File: src/rtl/mmio_uart_tx_pkg.sv
// Shared definitions for the memory-mapped UART transmitter: register
// offsets, register bit positions, serializer state encoding and a helper
// that assembles the STATUS word.
package mmio_uart_tx_pkg;

    // Word offsets inside the 16-byte register window (iAddress[3:2])
    localparam logic [1:0] OFS_DATA    = 2'd0;
    localparam logic [1:0] OFS_STATUS  = 2'd1;
    localparam logic [1:0] OFS_CTRL    = 2'd2;
    localparam logic [1:0] OFS_BAUDDIV = 2'd3;

    // STATUS bit positions
    localparam int STAT_FULL_BIT  = 0;
    localparam int STAT_EMPTY_BIT = 1;
    localparam int STAT_BUSY_BIT  = 2;
    localparam int STAT_OVF_BIT   = 3;
    localparam int STAT_CNT_LSB   = 8;

    // CTRL bit positions; FLUSH and CLROVF are write-one strobes, never stored
    localparam int CTRL_EN_BIT     = 0;
    localparam int CTRL_IE_BIT     = 1;
    localparam int CTRL_FLUSH_BIT  = 2;
    localparam int CTRL_CLROVF_BIT = 3;

    // Serializer states
    typedef enum logic [1:0] {
        TX_IDLE  = 2'd0,
        TX_START = 2'd1,
        TX_DATA  = 2'd2,
        TX_STOP  = 2'd3
    } tx_state_e;

    // Build the STATUS read word from its individual flags
    function automatic logic [31:0] pack_status(
        input logic       full,
        input logic       empty,
        input logic       busy,
        input logic       ovf,
        input logic [7:0] count
    );
        logic [31:0] word;
        word                              = '0;
        word[STAT_FULL_BIT]               = full;
        word[STAT_EMPTY_BIT]              = empty;
        word[STAT_BUSY_BIT]               = busy;
        word[STAT_OVF_BIT]                = ovf;
        word[STAT_CNT_LSB +: 8]           = count;
        return word;
    endfunction

endpackage

File: src/rtl/mmio_uart_tx_sync_fifo.sv
// Synchronous first-word-fall-through FIFO. Pushes into a full FIFO and pops
// from an empty one are ignored; flush empties the FIFO and beats a
// simultaneous push or pop.
module mmio_uart_tx_sync_fifo #(
    parameter int WIDTH = 8,
    parameter int DEPTH = 16
) (
    input  logic                     clk,
    input  logic                     srst,
    input  logic                     push,
    input  logic                     pop,
    input  logic                     flush,
    input  logic [WIDTH-1:0]         din,
    output logic [WIDTH-1:0]         dout,
    output logic                     full,
    output logic                     empty,
    output logic [$clog2(DEPTH):0]   count
);

    localparam int AW = $clog2(DEPTH);
    localparam int CW = AW + 1;

    logic [WIDTH-1:0] mem_q [DEPTH];
    logic [AW-1:0]    wr_ptr_q;
    logic [AW-1:0]    rd_ptr_q;
    logic [CW-1:0]    count_q;
    logic             push_ok;
    logic             pop_ok;

    assign full    = (count_q == CW'(DEPTH));
    assign empty   = (count_q == '0);
    assign count   = count_q;
    assign push_ok = push & ~full;
    assign pop_ok  = pop & ~empty;

    // Head entry is always presented so the consumer can take it on the pop edge
    assign dout = mem_q[rd_ptr_q];

    // Pointer and occupancy bookkeeping; flush has priority over traffic
    always_ff @(posedge clk) begin
        if (srst) begin
            wr_ptr_q <= '0;
            rd_ptr_q <= '0;
            count_q  <= '0;
        end else if (flush) begin
            wr_ptr_q <= '0;
            rd_ptr_q <= '0;
            count_q  <= '0;
        end else begin
            if (push_ok) begin
                wr_ptr_q <= wr_ptr_q + 1'b1;
            end
            if (pop_ok) begin
                rd_ptr_q <= rd_ptr_q + 1'b1;
            end
            case ({push_ok, pop_ok})
                2'b10:   count_q <= count_q + 1'b1;
                2'b01:   count_q <= count_q - 1'b1;
                default: count_q <= count_q;
            endcase
        end
    end

    // Storage write port
    always_ff @(posedge clk) begin
        if (push_ok && !flush) begin
            mem_q[wr_ptr_q] <= din;
        end
    end

endmodule

File: src/rtl/mmio_uart_tx.sv
// Memory-mapped 8N1 UART transmitter. The CPU stores bytes into a TX FIFO
// through the DATA register; a serializer drains it onto oTX at the rate set
// by BAUDDIV. STATUS, CTRL and BAUDDIV are readable on the same bus.
module mmio_uart_tx
    import mmio_uart_tx_pkg::*;
#(
    parameter logic [31:0] BASE_ADDR  = 32'hFF20_0100,
    parameter int          FIFO_DEPTH = 16,
    parameter int          CLK_HZ     = 50_000_000,
    parameter int          BAUD       = 115200
) (
    input  logic                          iCLK,
    input  logic                          iRST,
    input  logic                          iReadEnable,
    input  logic                          iWriteEnable,
    input  logic [3:0]                    iByteEnable,
    input  logic [31:0]                   iAddress,
    input  logic [31:0]                   iWriteData,
    output logic [31:0]                   oReadData,
    output logic                          oTX,
    output logic                          oIRQ,
    output logic [$clog2(FIFO_DEPTH):0]   mFifoCount
);

    localparam int          CW      = $clog2(FIFO_DEPTH) + 1;
    localparam logic [15:0] DIV_RST = 16'(CLK_HZ / BAUD);

    // Bus decode
    logic        sel;
    logic [1:0]  offset;
    logic        wr_sel;
    logic        wr_data;
    logic        wr_ctrl;
    logic        wr_div;

    // Control / status registers
    logic        en_q, en_d;
    logic        ie_q, ie_d;
    logic        ovf_q, ovf_d;
    logic [15:0] div_q, div_d;
    logic [15:0] div_merged;

    // Serializer
    tx_state_e   state_q;
    logic [7:0]  shift_q;
    logic [2:0]  bit_idx_q;
    logic [15:0] baud_cnt_q;
    logic        tx_q;
    logic        busy;

    // FIFO interface
    logic          fifo_push;
    logic          fifo_pop;
    logic          fifo_flush;
    logic [7:0]    fifo_dout;
    logic          fifo_full;
    logic          fifo_empty;
    logic [CW-1:0] fifo_count;

    // Address bits and write lanes that no register uses
    logic unused_bits;
    assign unused_bits = ^{iAddress[1:0], iWriteData[31:16], iByteEnable[3:2]};

    assign sel     = (iAddress[31:4] == BASE_ADDR[31:4]);
    assign offset  = iAddress[3:2];
    assign wr_sel  = sel & iWriteEnable;
    assign wr_data = wr_sel & (offset == OFS_DATA) & iByteEnable[0];
    assign wr_ctrl = wr_sel & (offset == OFS_CTRL) & iByteEnable[0];
    assign wr_div  = wr_sel & (offset == OFS_BAUDDIV) & (|iByteEnable[1:0]);

    assign fifo_push  = wr_data;
    assign fifo_flush = wr_ctrl & iWriteData[CTRL_FLUSH_BIT];
    assign fifo_pop   = (state_q == TX_IDLE) & en_q & ~fifo_empty;

    mmio_uart_tx_sync_fifo #(
        .WIDTH (8),
        .DEPTH (FIFO_DEPTH)
    ) u_fifo (
        .clk   (iCLK),
        .srst  (iRST),
        .push  (fifo_push),
        .pop   (fifo_pop),
        .flush (fifo_flush),
        .din   (iWriteData[7:0]),
        .dout  (fifo_dout),
        .full  (fifo_full),
        .empty (fifo_empty),
        .count (fifo_count)
    );

    // Divisor lanes: each enabled byte lane replaces its byte of the old value
    genvar gi;
    generate
        for (gi = 0; gi < 2; gi++) begin : g_div_lane
            assign div_merged[gi*8 +: 8] = iByteEnable[gi] ? iWriteData[gi*8 +: 8]
                                                           : div_q[gi*8 +: 8];
        end
    endgenerate

    // Next-state of the control registers from bus writes and FIFO overflow
    always_comb begin
        en_d  = en_q;
        ie_d  = ie_q;
        ovf_d = ovf_q;
        div_d = div_q;
        if (wr_ctrl) begin
            en_d = iWriteData[CTRL_EN_BIT];
            ie_d = iWriteData[CTRL_IE_BIT];
            if (iWriteData[CTRL_CLROVF_BIT]) begin
                ovf_d = 1'b0;
            end
        end
        // A dropped byte outranks a clear in the same cycle; a flushed byte is not an overflow
        if (fifo_push && fifo_full && !fifo_flush) begin
            ovf_d = 1'b1;
        end
        if (wr_div) begin
            // A zero divisor would stall the baud counter, so it is stored as 1
            div_d = (div_merged == 16'd0) ? 16'd1 : div_merged;
        end
    end

    // Control register state
    always_ff @(posedge iCLK) begin
        if (iRST) begin
            en_q  <= 1'b1;
            ie_q  <= 1'b0;
            ovf_q <= 1'b0;
            div_q <= DIV_RST;
        end else begin
            en_q  <= en_d;
            ie_q  <= ie_d;
            ovf_q <= ovf_d;
            div_q <= div_d;
        end
    end

    // Serializer FSM; oTX is registered from the state so the line follows one cycle later
    always_ff @(posedge iCLK) begin
        if (iRST) begin
            state_q    <= TX_IDLE;
            shift_q    <= 8'h00;
            bit_idx_q  <= 3'd0;
            baud_cnt_q <= 16'd0;
            tx_q       <= 1'b1;
        end else begin
            unique case (state_q)
                TX_IDLE: begin
                    if (fifo_pop) begin
                        shift_q    <= fifo_dout;
                        baud_cnt_q <= div_q - 16'd1;
                        bit_idx_q  <= 3'd0;
                        state_q    <= TX_START;
                    end
                end
                TX_START: begin
                    if (baud_cnt_q == 16'd0) begin
                        baud_cnt_q <= div_q - 16'd1;
                        bit_idx_q  <= 3'd0;
                        state_q    <= TX_DATA;
                    end else begin
                        baud_cnt_q <= baud_cnt_q - 16'd1;
                    end
                end
                TX_DATA: begin
                    if (baud_cnt_q == 16'd0) begin
                        baud_cnt_q <= div_q - 16'd1;
                        shift_q    <= {1'b0, shift_q[7:1]};
                        if (bit_idx_q == 3'd7) begin
                            state_q <= TX_STOP;
                        end else begin
                            bit_idx_q <= bit_idx_q + 3'd1;
                        end
                    end else begin
                        baud_cnt_q <= baud_cnt_q - 16'd1;
                    end
                end
                TX_STOP: begin
                    if (baud_cnt_q == 16'd0) begin
                        bit_idx_q <= 3'd0;
                        state_q   <= TX_IDLE;
                    end else begin
                        baud_cnt_q <= baud_cnt_q - 16'd1;
                    end
                end
            endcase

            case (state_q)
                TX_START: tx_q <= 1'b0;
                TX_DATA:  tx_q <= shift_q[0];
                default:  tx_q <= 1'b1;
            endcase
        end
    end

    assign busy       = (state_q != TX_IDLE);
    assign oTX        = tx_q;
    assign oIRQ       = ie_q & fifo_empty & ~busy;
    assign mFifoCount = fifo_count;

    // Combinational read mux; drives zero when this slave is not addressed
    always_comb begin
        oReadData = 32'h0;
        if (sel && iReadEnable) begin
            case (offset)
                OFS_STATUS:  oReadData = pack_status(fifo_full, fifo_empty, busy, ovf_q,
                                                     8'(fifo_count));
                OFS_CTRL:    oReadData = {30'h0, ie_q, en_q};
                OFS_BAUDDIV: oReadData = {16'h0, div_q};
                default:     oReadData = 32'h0;
            endcase
        end
    end

endmodule

File: config.mk
export PLATFORM = sky130hd
export DESIGN_NAME = mmio_uart_tx
export DESIGN_NICKNAME = d
export VERILOG_FILES = /design/src/rtl/mmio_uart_tx_pkg.sv /design/src/rtl/mmio_uart_tx_sync_fifo.sv /design/src/rtl/mmio_uart_tx.sv
export SDC_FILE = /design/constraint.sdc
export NUM_CORES = 1
export LEC_CHECK = 0
export BUFFER_PORTS_ARGS = -buffer_cell sky130_fd_sc_hd__buf_2
export CORE_UTILIZATION = 63
export CTS_CLUSTER_DIAMETER = 80
export DETAILED_ROUTE_END_ITERATION = 16
export HOLD_SLACK_MARGIN = 0.12
export PLACE_DENSITY_LB_ADDON = 0.1
export REMOVE_ABC_BUFFERS = 1
export SLEW_MARGIN = 20
export SYNTH_ARGS = -nofsm -noshare
export SYNTH_HDL_FRONTEND = slang
export SYNTH_SLANG_ARGS = --single-unit
File: constraint.sdc
create_clock -name iCLK -period 6 [get_ports iCLK]
set_clock_uncertainty 0.15 [all_clocks]
set_input_delay 1.2 -clock iCLK [delete_from_list [all_inputs] [get_ports iCLK]]
set_output_delay 1.2 -clock iCLK [all_outputs]
set_load 0.005 [all_outputs]
==> qor.txt, run 1 <==
Fin. max-slew vios -> 0
Worst slew pin tran -> 1.045 ns
RSZ-0062 raised after global routing -> no
Die width -> 122.0 µm
Layout cell share with drive strength beyond 1 -> 19.79%
Crit path arrival time -> 2.95 ns
Post-route ant nets -> 0
DRC Markers -> 0
Finished Cell Area -> 10030 µm²
Layout Cells excl Fill -> 948
Drt pass-1 iters -> 5
CP top delay family -> simple AND/OR/NAND/NOR gates
Cell Area, Synth -> 9065 µm²
Clk_lat worst skew -> 0.44 ns
Cts hold-fix bufs -> 0
Core box area -> 13930 µm²
R2r worst-path depth -> 13
Yosys reg bits -> 194
Largest stage delay, worst path -> 0.52 ns
Max-cap violations -> 0
Post-synth top flop -> edfxtp_1
Maximum vdd drop -> 216.3 µV
Pint -> 0.002132 W
Synth warn -> 0
Full die area -> 14870 µm²
Crit Path Max Fanout -> 8
Leak -> 3.557 nW
Sw frac -> 28.42%
Setup crit end kind -> output pin
Util after Layout -> 71.98%
Slack of the critical path -> 1.699 ns
CTS resizes -> 0
Required time worst endpoint -> 4.65 ns
Vias -> 6040
Achievable frequency -> 0.2325 GHz
Outcome -> complete, no violations
Instance count on the critical path -> 7
Dpl ws -> 1.694 ns
CTS tree -> built
Complex-gate fraction of the synthesized area -> 7.923%
Largest net degree at the start of global routing -> 33
Post-CTS Setup Bufs -> 0
First-pass GRT wire length -> 31540 µm
Antenna violations before repair -> 0
# diodes -> 0
I/O Buffers -> 74
Power Density -> 297.0 nW/µm²
Placed Cells -> 915
Worst Path Buf+Inv -> 2
Asr flop ratio synth -> 0%
Routability cong. -> 0.8618
Clock transition at the registers of the reported paths -> 0.07 ns
Via density -> 6.371
Largest family of logic cells by synthesized area -> simple AND/OR/NAND/NOR gates
Unique masters post-synth -> 71
Avg Inst Size Synth -> 13.19 µm²
Max_slew headroom -> 30.30%
Post-Syn Instances -> 687
Critical-path cell list -> buf_2 -> or4_4 -> nor3_2 -> nand2b_1 -> nor2_8 -> and3_1 -> buf_2
Routed wire length -> 20480 µm
Area grow syn2layout -> 10.64%
Post-synth EDFFs -> 128
Slowest cell on the critical path -> or4_4
Vias in the first global route -> 5712
Top Ports -> 111
Final setup TNS -> 0 ns
Clock Power Share -> 37.2%
Fin. Hold Viols -> 0
Post-Synth Simple-Gate Area -> 12.95%
Initial Utilization -> 65.05%
Final nets -> 846
Worst-case clock buffer depth -> 2
DP Area -> 9448 µm²
Final worst path period share -> 71.68%
Critical path's most frequent cell -> buf_2
Commonest non-fill, non-tap cell in the layout -> edfxtp_1
Initial DRC count -> 593
DR WL/cell -> 21.61 µm
Hold Path Cell Cnt -> 2
Combinational power share -> 13.9%
Hpwl dp -> 13520 µm
Number of cell rows -> 43
Mux contribution to synthesized area -> 12.88%
Clock Tree Root -> clkbuf_16
Crit path time final -> 4.301 ns
Final setup violation count -> 0
Clock H-tree levels -> 4
Register area share after synthesis -> 56.98%
Fraction of synthesized cell area in xor and xnor cells -> 2.126%
Sw power -> 0.0008466 W
Startpoint types -> primary input
Hold Crit Class -> flop to flop
R2R setup slack -> 2.74 ns
Die height -> 122.0 µm
GR Util All Layers -> 29.40%
Most frequent cells in the layout -> edfxtp_1, nor2_1, buf_2
Clock Sink Count -> 194
Grt ovf -> 0
Worst Path Class, Setup -> primary input to output pin
CTS Buf Count -> 17
Reg power frac -> 49.0%
Area share of fa/ha/maj cells after synthesis -> 2.705%
power groups by stage:
stage / Clock (W) / Combinational, W / Sequential [W]
2_1_floorplan: 0 / 0.000273 / 0.00148
3_3_place_gp: 0 / 0.000387 / 0.00149
3_5_place_dp: 0 / 0.000396 / 0.00149
4_1_cts: 0.00112 / 0.000401 / 0.00146
5_1_grt: 0.00117 / 0.000456 / 0.00146
6_report: 0.00111 / 0.000413 / 0.00146
logic make-up after synthesis:
family / Yosys count
simple gates: 222
compound gates: 99
mux: 61
other cells: 1
xor+xnor: 22
flops: 194
fa+ha+maj: 19
buf+inv: 69
through the flow:
stage	power [W]	hold slack [ns]
3_5_place_dp	0.001884	0.3057
2_1_floorplan	0.001756	0.2760
3_3_place_gp	0.001874	0.2970
4_1_cts	0.002978	0.3153
6_report	0.002978	0.3178
5_1_grt	0.003086	0.3268
layer usage:
metal	vias up	share of wire [%]	track usage, %
met5	-	0	0
li1	2746	-	-
met3	27	6.4	6.039
met2	238	48	45.23
met4	0	1.5	9.259
met1	3029	44	42.30
cell type report:
cell class | instances | area [µm²]
clock buffer | 17 | 425.4
clock inverter | 15 | 146.4
fill | 923 | 3905
inverter | 23 | 86.33
multi-input combinational | 439 | 3562
sequential | 194 | 5169
tap | 180 | 225.2
timing repair buffer | 80 | 415.4
flip-flops by register name, indices dropped and copies added, names as in the netlist, 2 cells and up, named ones only:
name / cells
u_fifo.rd_ptr_q: 4
baud_cnt_q: 16
shift_q: 8
u_fifo.count: 5
u_fifo.wr_ptr_q: 4
state_q: 2
div_q: 16
u_fifo.mem_q: 128
bit_idx_q: 3
worst reg2reg max path, stage by stage, from the launching register on:
cell     delay [ns]
dfxtp_1        0.38
nor4_2         0.51
nand2_1        0.12
and4b_1        0.33
inv_1          0.09
ha_1           0.22
inv_1          0.11
fa_1           0.39
nor2b_1        0.15
o21ai_0        0.11
and3_1         0.19
nor3_1         0.17
xnor2_1        0.14
nor2_1         0.07
Yosys cell counts (all sizes together) (9+ instances only):
cell	n	share of area, %
buf	32	2.8
mux2i	21	2.3
dfxtp	66	15
nor4	11	0.90
o21ai	22	1.2
a21oi	17	0.94
and3	9	0.62
xnor2	11	1.1
a221o	10	1.1
clkbuf	13	0.54
xor2	11	1.1
nor2b	15	1.0
nor2	81	3.6
nand4	9	0.62
mux4	40	11
a32o	9	0.99
ha	18	2.5
nor3	22	1.4
nand2	33	1.4
inv	22	0.91
edfxtp	128	42
worst paths after layout:
kind,startpoint,endpoint
worst max-delay path,iAddress[19],oReadData[7]
worst min-delay path,baud_cnt_q[15],baud_cnt_q[15]
worst max register to register,u_fifo.count[0],u_fifo.count[4]
worst min register to register,baud_cnt_q[15],baud_cnt_q[15]
(Power assumes the default switching activity.)
==> run 2, diff against run 1 <==
--- a/config.mk
+++ b/config.mk
@@ -6,7 +6,7 @@
 export NUM_CORES = 1
 export LEC_CHECK = 0
 export BUFFER_PORTS_ARGS = -buffer_cell sky130_fd_sc_hd__buf_2
-export CORE_UTILIZATION = 63
+export CORE_UTILIZATION = 53
 export CTS_CLUSTER_DIAMETER = 80
 export DETAILED_ROUTE_END_ITERATION = 16
 export HOLD_SLACK_MARGIN = 0.12
==> constraint.sdc (replaced) <==
create_clock -name iCLK -period 3.5 [get_ports iCLK]
set_clock_uncertainty 0.15 [all_clocks]
set_input_delay 0.7 -clock iCLK [delete_from_list [all_inputs] [get_ports iCLK]]
set_output_delay 0.7 -clock iCLK [all_outputs]
set_load 0.005 [all_outputs]
==> run 2 against run 1 <==
  * Worst setup slack worse by 1.5 ns
  * Critical endpoint is now oReadData[3]
  * Total power is 71% higher
  * Cell count is 6.9% higher
  * Register-to-register slack worse by 2.3 ns
  * Largest power group unchanged
  * Clock power is 68% higher
  * Count of clock-buffer cells in the layout stayed put
  * Cell area is 2.4% higher
  * Sequential power is 71% higher
  * Flip-flop and latch count stayed put
  * Sequential share of layout area is 1.2 points lower
==> qor.txt, run 2 (synthesis results as in run 1) <==
# diodes -> 0 (unchanged)
Crit Path Max Fanout -> 7 (was 8)
Final setup TNS -> 0 ns (unchanged)
Final setup violation count -> 0 (unchanged)
FF-to-FF Start -> u_fifo.count[2] (was u_fifo.count[0])
DR WL/cell -> 20.09 µm (was 21.61 µm)
Vias -> 6034 (was 6040)
RSZ-0062 raised after global routing -> no (unchanged)
Final worst path period share -> 93.44%
Worst Path Class, Setup -> primary input to output pin (unchanged)
GR Util All Layers -> 24.03% (was 29.40%)
Area grow syn2layout -> 13.28% (was 10.64%)
Maximum vdd drop -> 472.3 µV (was 216.3 µV)
Largest stage delay, worst path -> 0.52 ns (about the same)
Grt ovf -> 0 (unchanged)
CTS tree -> built (unchanged)
Commonest non-fill, non-tap cell in the layout -> edfxtp_1 (unchanged)
Clock Tree Root -> clkbuf_16 (unchanged)
Worst Setup SP -> iAddress[19] (unchanged)
Max_slew headroom -> 44.60% (was 30.30%)
Top Ports -> 111 (unchanged)
Post-route ant nets -> 0 (unchanged)
Core box area -> 16640 µm² (was 13930 µm²)
Cts hold-fix bufs -> 0 (unchanged)
Largest registers -> u_fifo.mem_q: 128 flops, baud_cnt_q: 16 flops, div_q: 16 flops (unchanged)
I/O Buffers -> 74 (unchanged)
Drt pass-1 iters -> 7 (was 5)
Worst Path Buf+Inv -> 3 (was 2)
Startpoint types -> primary input (unchanged)
Post-CTS Setup Bufs -> 0 (unchanged)
Worst slew pin tran -> 0.8299 ns (was 1.045 ns)
Most frequent cells in the layout -> edfxtp_1, nor2_1, buf_2 (unchanged)
Setup crit end kind -> output pin (unchanged)
Hold Crit Class -> flop to flop (unchanged)
Required time worst endpoint -> 2.65 ns (was 4.65 ns)
Max reg flops -> 128 (unchanged)
Routability cong. -> 0.8926 (was 0.8618)
Placed Cells -> 982 (was 915)
Largest net degree at the start of global routing -> 33 (unchanged)
Final nets -> 872 (was 846)
Most Used Layer, Global Route -> met2 (unchanged)
Achievable frequency -> 0.3058 GHz
Critical-path cell list -> buf_2 -> or4_4 -> nor3_2 -> buf_4 -> nor2b_1 -> nand3_1 -> nor2_1 -> buf_2 (was buf_2 -> or4_4 -> nor3_2 -> nand2b_1 -> nor2_8 -> and3_1 -> buf_2)
CTS resizes -> 0 (unchanged)
Outcome -> complete, no violations (unchanged)
Worst Hold Launch -> baud_cnt_q[15] (unchanged)
Antenna violations before repair -> 0 (unchanged)
Layout Cells excl Fill -> 1013 (was 948)
Vias in the first global route -> 5739 (was 5712)
Full die area -> 17630 µm² (was 14870 µm²)
Met3 GRT Util -> 4.866% (was 6.039%)
Worst-case clock buffer depth -> 2 (unchanged)
Crit path time final -> 3.270 ns
CP top delay family -> simple AND/OR/NAND/NOR gates (unchanged)
Via density -> 5.957 (was 6.371)
First-pass GRT wire length -> 31550 µm (was 31540 µm)
Number of cell rows -> 47 (was 43)
Clock H-tree levels -> 4 (unchanged)
Met1 usage in global routing -> 34.34% (was 42.30%)
Routed wire length -> 20360 µm (was 20480 µm)
Die width -> 132.8 µm (was 122.0 µm)
CTS Buf Count -> 17 (unchanged)
DRC Markers -> 0 (unchanged)
Layout cell share with drive strength beyond 1 -> 22.32% (was 19.79%)
Initial DRC count -> 513 (was 593)
Crit path arrival time -> 2.42 ns (was 2.95 ns)
Initial Utilization -> 54.47% (was 65.05%)
Leak -> 3.679 nW (was 3.557 nW)
Critical path's most frequent cell -> buf_2 (unchanged)
Clock Sink Count -> 194 (unchanged)
Largest reg by FF count -> u_fifo.mem_q (unchanged)
Fin. max-slew vios -> 0 (unchanged)
Fin. Hold Viols -> 0 (unchanged)
Die height -> 132.8 µm (was 122.0 µm)
Slowest cell on the critical path -> or4_4 (unchanged)
Clk_lat worst skew -> 0.44 ns (about the same)
Max-cap violations -> 0 (unchanged)
Power Density -> 495.7 nW/µm² (was 297.0 nW/µm²)
Met2 GRT Util -> 37.49% (was 45.23%)
Clock transition at the registers of the reported paths -> 0.07 ns (about the same)
Hpwl dp -> 13940 µm (was 13520 µm)
[run 2: layout make-up]
cell class                      count  area, µm²
Fill cell                        1297       6374
Sequential cell                   194       5166
Multi-Input combinational cell    439       3557
Timing Repair Buffer              106      623.1
Clock buffer                       17      425.4
Tap cell                          220      275.3
Clock inverter                     14      135.1
Inverter                           23      86.33
[run 2: tightest hold or removal path, delay by kind of cell (launching register included)]
kind	cells	cell delay, ns
compound gates	1	0.05
simple gates	1	0.05
flops	1	0.32
[run 2: through the flow]
| stage | cell area (µm²) | power [W] | hold WS, ns | utilization, % | setup slack, ns |
|---|---|---|---|---|---|
| floorplan | 8808 | 0.003010 | 0.2760 | - | 0.1017 |
| global placement | 9708 | 0.003243 | 0.2984 | 58.33 | 0.04916 |
| detailed placement | 9708 | 0.003256 | 0.2999 | 58.33 | 0.01987 |
| CTS | 10270 | 0.005112 | 0.3120 | 61.70 | 0.2122 |
| global route | 10270 | 0.005301 | 0.3310 | 61.70 | 0.02848 |
| finish | 10270 | 0.005090 | 0.3142 | 61.70 | 0.2297 |
[run 2: where the power goes]
group	switching, W	internal [W]
registers	0.0000343	0.00246
logic	0.000478	0.000249
clock network	0.000921	0.000944
total	0.00143	0.00366
[run 2: per-layer routing]
layer / part of all wire (%) / routed length [µm]
met1: 44 / 8955
met2: 48 / 9867
met3: 6.3 / 1281
met5: 0 / 0
met4: 1.2 / 251
[run 2: worst paths after layout]
path / end / slack (ns) / cells past startpoint
setup reg to reg: u_fifo.count[4] / 0.42 / 13
hold / removal: baud_cnt_q[15] / 0.31 / 2
setup / recovery: oReadData[3] / 0.23 / 8
hold reg to reg: baud_cnt_q[15] / 0.31 / 2
==> run 3, diff against run 2 <==
--- a/config.mk
+++ b/config.mk
@@ -6,6 +6,7 @@
 export NUM_CORES = 1
 export LEC_CHECK = 0
 export BUFFER_PORTS_ARGS = -buffer_cell sky130_fd_sc_hd__buf_2
+export CORE_MARGIN = 2
 export CORE_UTILIZATION = 53
 export CTS_CLUSTER_DIAMETER = 80
 export DETAILED_ROUTE_END_ITERATION = 16
==> run 3 against run 2 <==
  * Die area is 3.0% higher
  * Sequential power hardly changed
  * Core utilization is 0.090 points higher
  * Cell count is 0.30% higher
  * Count of clock-buffer cells in the layout is 1 higher
  * Via count is 0.25% higher
  * Sequential share of layout area is 0.073 points lower
  * Non-clock buffer count is 3 higher
  * Critical path type unchanged
  * Largest power group unchanged
  * Highest routed layer unchanged
==> qor.txt, run 3 (synthesis results as in run 1) <==
Hold WS -> 0.3192 ns (was 0.3142 ns)
Core box area -> 16640 µm² (unchanged)
Layout cell share with drive strength beyond 1 -> 22.61% (was 22.32%)
Routed wire length -> 20230 µm (was 20360 µm)
Largest registers -> u_fifo.mem_q: 128 flops, baud_cnt_q: 16 flops, div_q: 16 flops (unchanged)
Final setup TNS -> 0 ns (unchanged)
Reg power frac -> 49.0% (was 49.1%)
CTS resizes -> 0 (unchanged)
Crit path time final -> 3.228 ns (was 3.270 ns)
Slowest cell on the critical path -> or4_4 (unchanged)
Largest stage delay, worst path -> 0.52 ns (about the same)
Power Density -> 496.5 nW/µm² (was 495.7 nW/µm²)
Dpl ws -> -0.003545 ns (was 0.01987 ns)
Drt pass-1 iters -> 5 (was 7)
Critical-path cell list -> buf_2 -> or4_4 -> nor3_2 -> buf_4 -> nor2b_1 -> nand3_1 -> nor2_1 -> buf_2 (unchanged)
Full die area -> 18170 µm² (was 17630 µm²)
Die height -> 134.8 µm (was 132.8 µm)
Sw power -> 0.001443 W (was 0.001433 W)
Antenna violations before repair -> 0 (unchanged)
Worst Setup SP -> iAddress[19] (unchanged)
Max reg flops -> 128 (unchanged)
Slack of the critical path -> 0.2717 ns (was 0.2297 ns)
Hold Crit Class -> flop to flop (unchanged)
Leak -> 3.692 nW (was 3.679 nW)
Initial DRC count -> 554 (was 513)
Util after Layout -> 61.79% (was 61.70%)
Commonest non-fill, non-tap cell in the layout -> edfxtp_1 (unchanged)
Combinational power share -> 14.4% (was 14.3%)
Clk_lat worst skew -> 0.44 ns (about the same)
Worst Hold Launch -> baud_cnt_q[15] (unchanged)
Routability cong. -> 0.9194 (was 0.8926)
Fill cells -> 1271 (was 1297)
Setup crit end kind -> output pin (unchanged)
FF-to-FF Start -> u_fifo.count[2] (unchanged)
CTS tree -> built (unchanged)
Die width -> 134.8 µm (was 132.8 µm)
Achievable frequency -> 0.3098 GHz (was 0.3058 GHz)
Max-cap violations -> 0 (unchanged)
Total power -> 0.005105 W (was 0.005090 W)
Worst Path Class, Setup -> primary input to output pin (unchanged)
GR Util All Layers -> 23.00% (was 24.03%)
RSZ-0062 raised after global routing -> no (unchanged)
Cts hold-fix bufs -> 0 (unchanged)
# diodes -> 0 (unchanged)
Register area -> 5166 µm² (unchanged)
Grt ovf -> 0 (unchanged)
Final setup violation count -> 0 (unchanged)
Clock Power Share -> 36.6% (about the same)
Final worst path period share -> 92.24% (was 93.44%)
Required time worst endpoint -> 2.65 ns (about the same)
Fin. Hold Viols -> 0 (unchanged)
Clock transition at the registers of the reported paths -> 0.07 ns (about the same)
Multi-input gate area -> 3557 µm² (unchanged)
Vias -> 6049 (was 6034)
Outcome -> complete, no violations (unchanged)
Max_slew headroom -> 50.43% (was 44.60%)
Sw frac -> 28.27% (was 28.15%)
Critical path's most frequent cell -> buf_2 (unchanged)
Number of cell rows -> 47 (unchanged)
I/O Buffers -> 74 (unchanged)
Clock Sink Count -> 194 (unchanged)
Crit path arrival time -> 2.38 ns (was 2.42 ns)
Post-route ant nets -> 0 (unchanged)
CTS Buf Count -> 17 (unchanged)
Initial Utilization -> 54.47% (unchanged)
Vias in the first global route -> 5889 (was 5739)
Clock H-tree levels -> 4 (unchanged)
Fin. max-slew vios -> 0 (unchanged)
Via density -> 5.954 (was 5.957)
Top Ports -> 111 (unchanged)
Post-CTS Setup Bufs -> 0 (unchanged)
DRC Markers -> 0 (unchanged)
Clock Tree Root -> clkbuf_16 (unchanged)
First-pass GRT wire length -> 31720 µm (was 31550 µm)
Worst-case clock buffer depth -> 2 (unchanged)
Largest reg by FF count -> u_fifo.mem_q (unchanged)
Worst slew pin tran -> 0.7367 ns (was 0.8299 ns)
Maximum vdd drop -> 374.0 µV (was 472.3 µV)
Hpwl dp -> 14340 µm (was 13940 µm)
Largest net degree at the start of global routing -> 30 (was 33)
Crit Path Max Fanout -> 7 (unchanged)
Startpoint types -> primary input (unchanged)
Area grow syn2layout -> 13.44% (was 13.28%)
DR WL/cell -> 19.91 µm (was 20.09 µm)
Final nets -> 875 (was 872)
Most frequent cells in the layout -> edfxtp_1, nor2_1, buf_2 (unchanged)
Pint -> 0.003662 W (was 0.003657 W)
==> run 3: changes by cell type in the layout (fill, tap and decap cells not counted) <==
cell,previous run,this run
buf_12,1,0
buf_4,31,35
clkbuf_1,0,1
clkinv_1,2,1
clkinv_4,1,0
clkinv_8,1,2
clkinvlp_2,1,0
clkinvlp_4,1,2
inv_6,3,5
inv_8,6,4
==> run 3: worst paths after layout <==
check | slack [ns] | cells past startpoint | to
worst max-delay path | 0.27 | 8 | oReadData[12]
worst max register to register | 0.41 | 13 | u_fifo.count[4]
worst min-delay path | 0.32 | 2 | baud_cnt_q[15]
worst min register to register | 0.32 | 2 | baud_cnt_q[15]
==> run 3: per-stage QoR <==
step,std cells,area (µm²)
2_1_floorplan,656,8808
5_1_grt,1016,10280
4_1_cts,1016,10280
3_3_place_gp,985,9718
3_5_place_dp,985,9718
6_report,1016,10280
==> run 3: layout make-up <==
type	instances	area share (%)
well taps	220	2.677
clock buffers	18	4.173
clock inverters	13	1.326
multi-input cells	439	34.59
repair buffers	109	6.156
flip-flops and latches	194	50.24
inverters	23	0.8395
==> run 3: power by group through the flow <==
stage	clock [W]	sequential (W)	combinational, W
final	0.00187	0.00250	0.000736
after global placement	0	0.00255	0.000688
after detailed placement	0	0.00255	0.000718
after CTS	0.00189	0.00250	0.000725
after global routing	0.00200	0.00250	0.000802
after floorplan	0	0.00254	0.000467
==> run 3: routing by layer <==
layer,share of wire [%],up-vias,GRT usage [%]
met1,44,2998,32.16
li1,-,2804,-
met5,0,-,0
met4,0.91,0,5.029
met2,49,222,37.00
met3,6.1,25,5.556
==> run 3: critical path, delay by kind of cell <==
family | cells | cell delay (ns)
buf+inv | 3 | 0.35
simple gates | 5 | 1.32
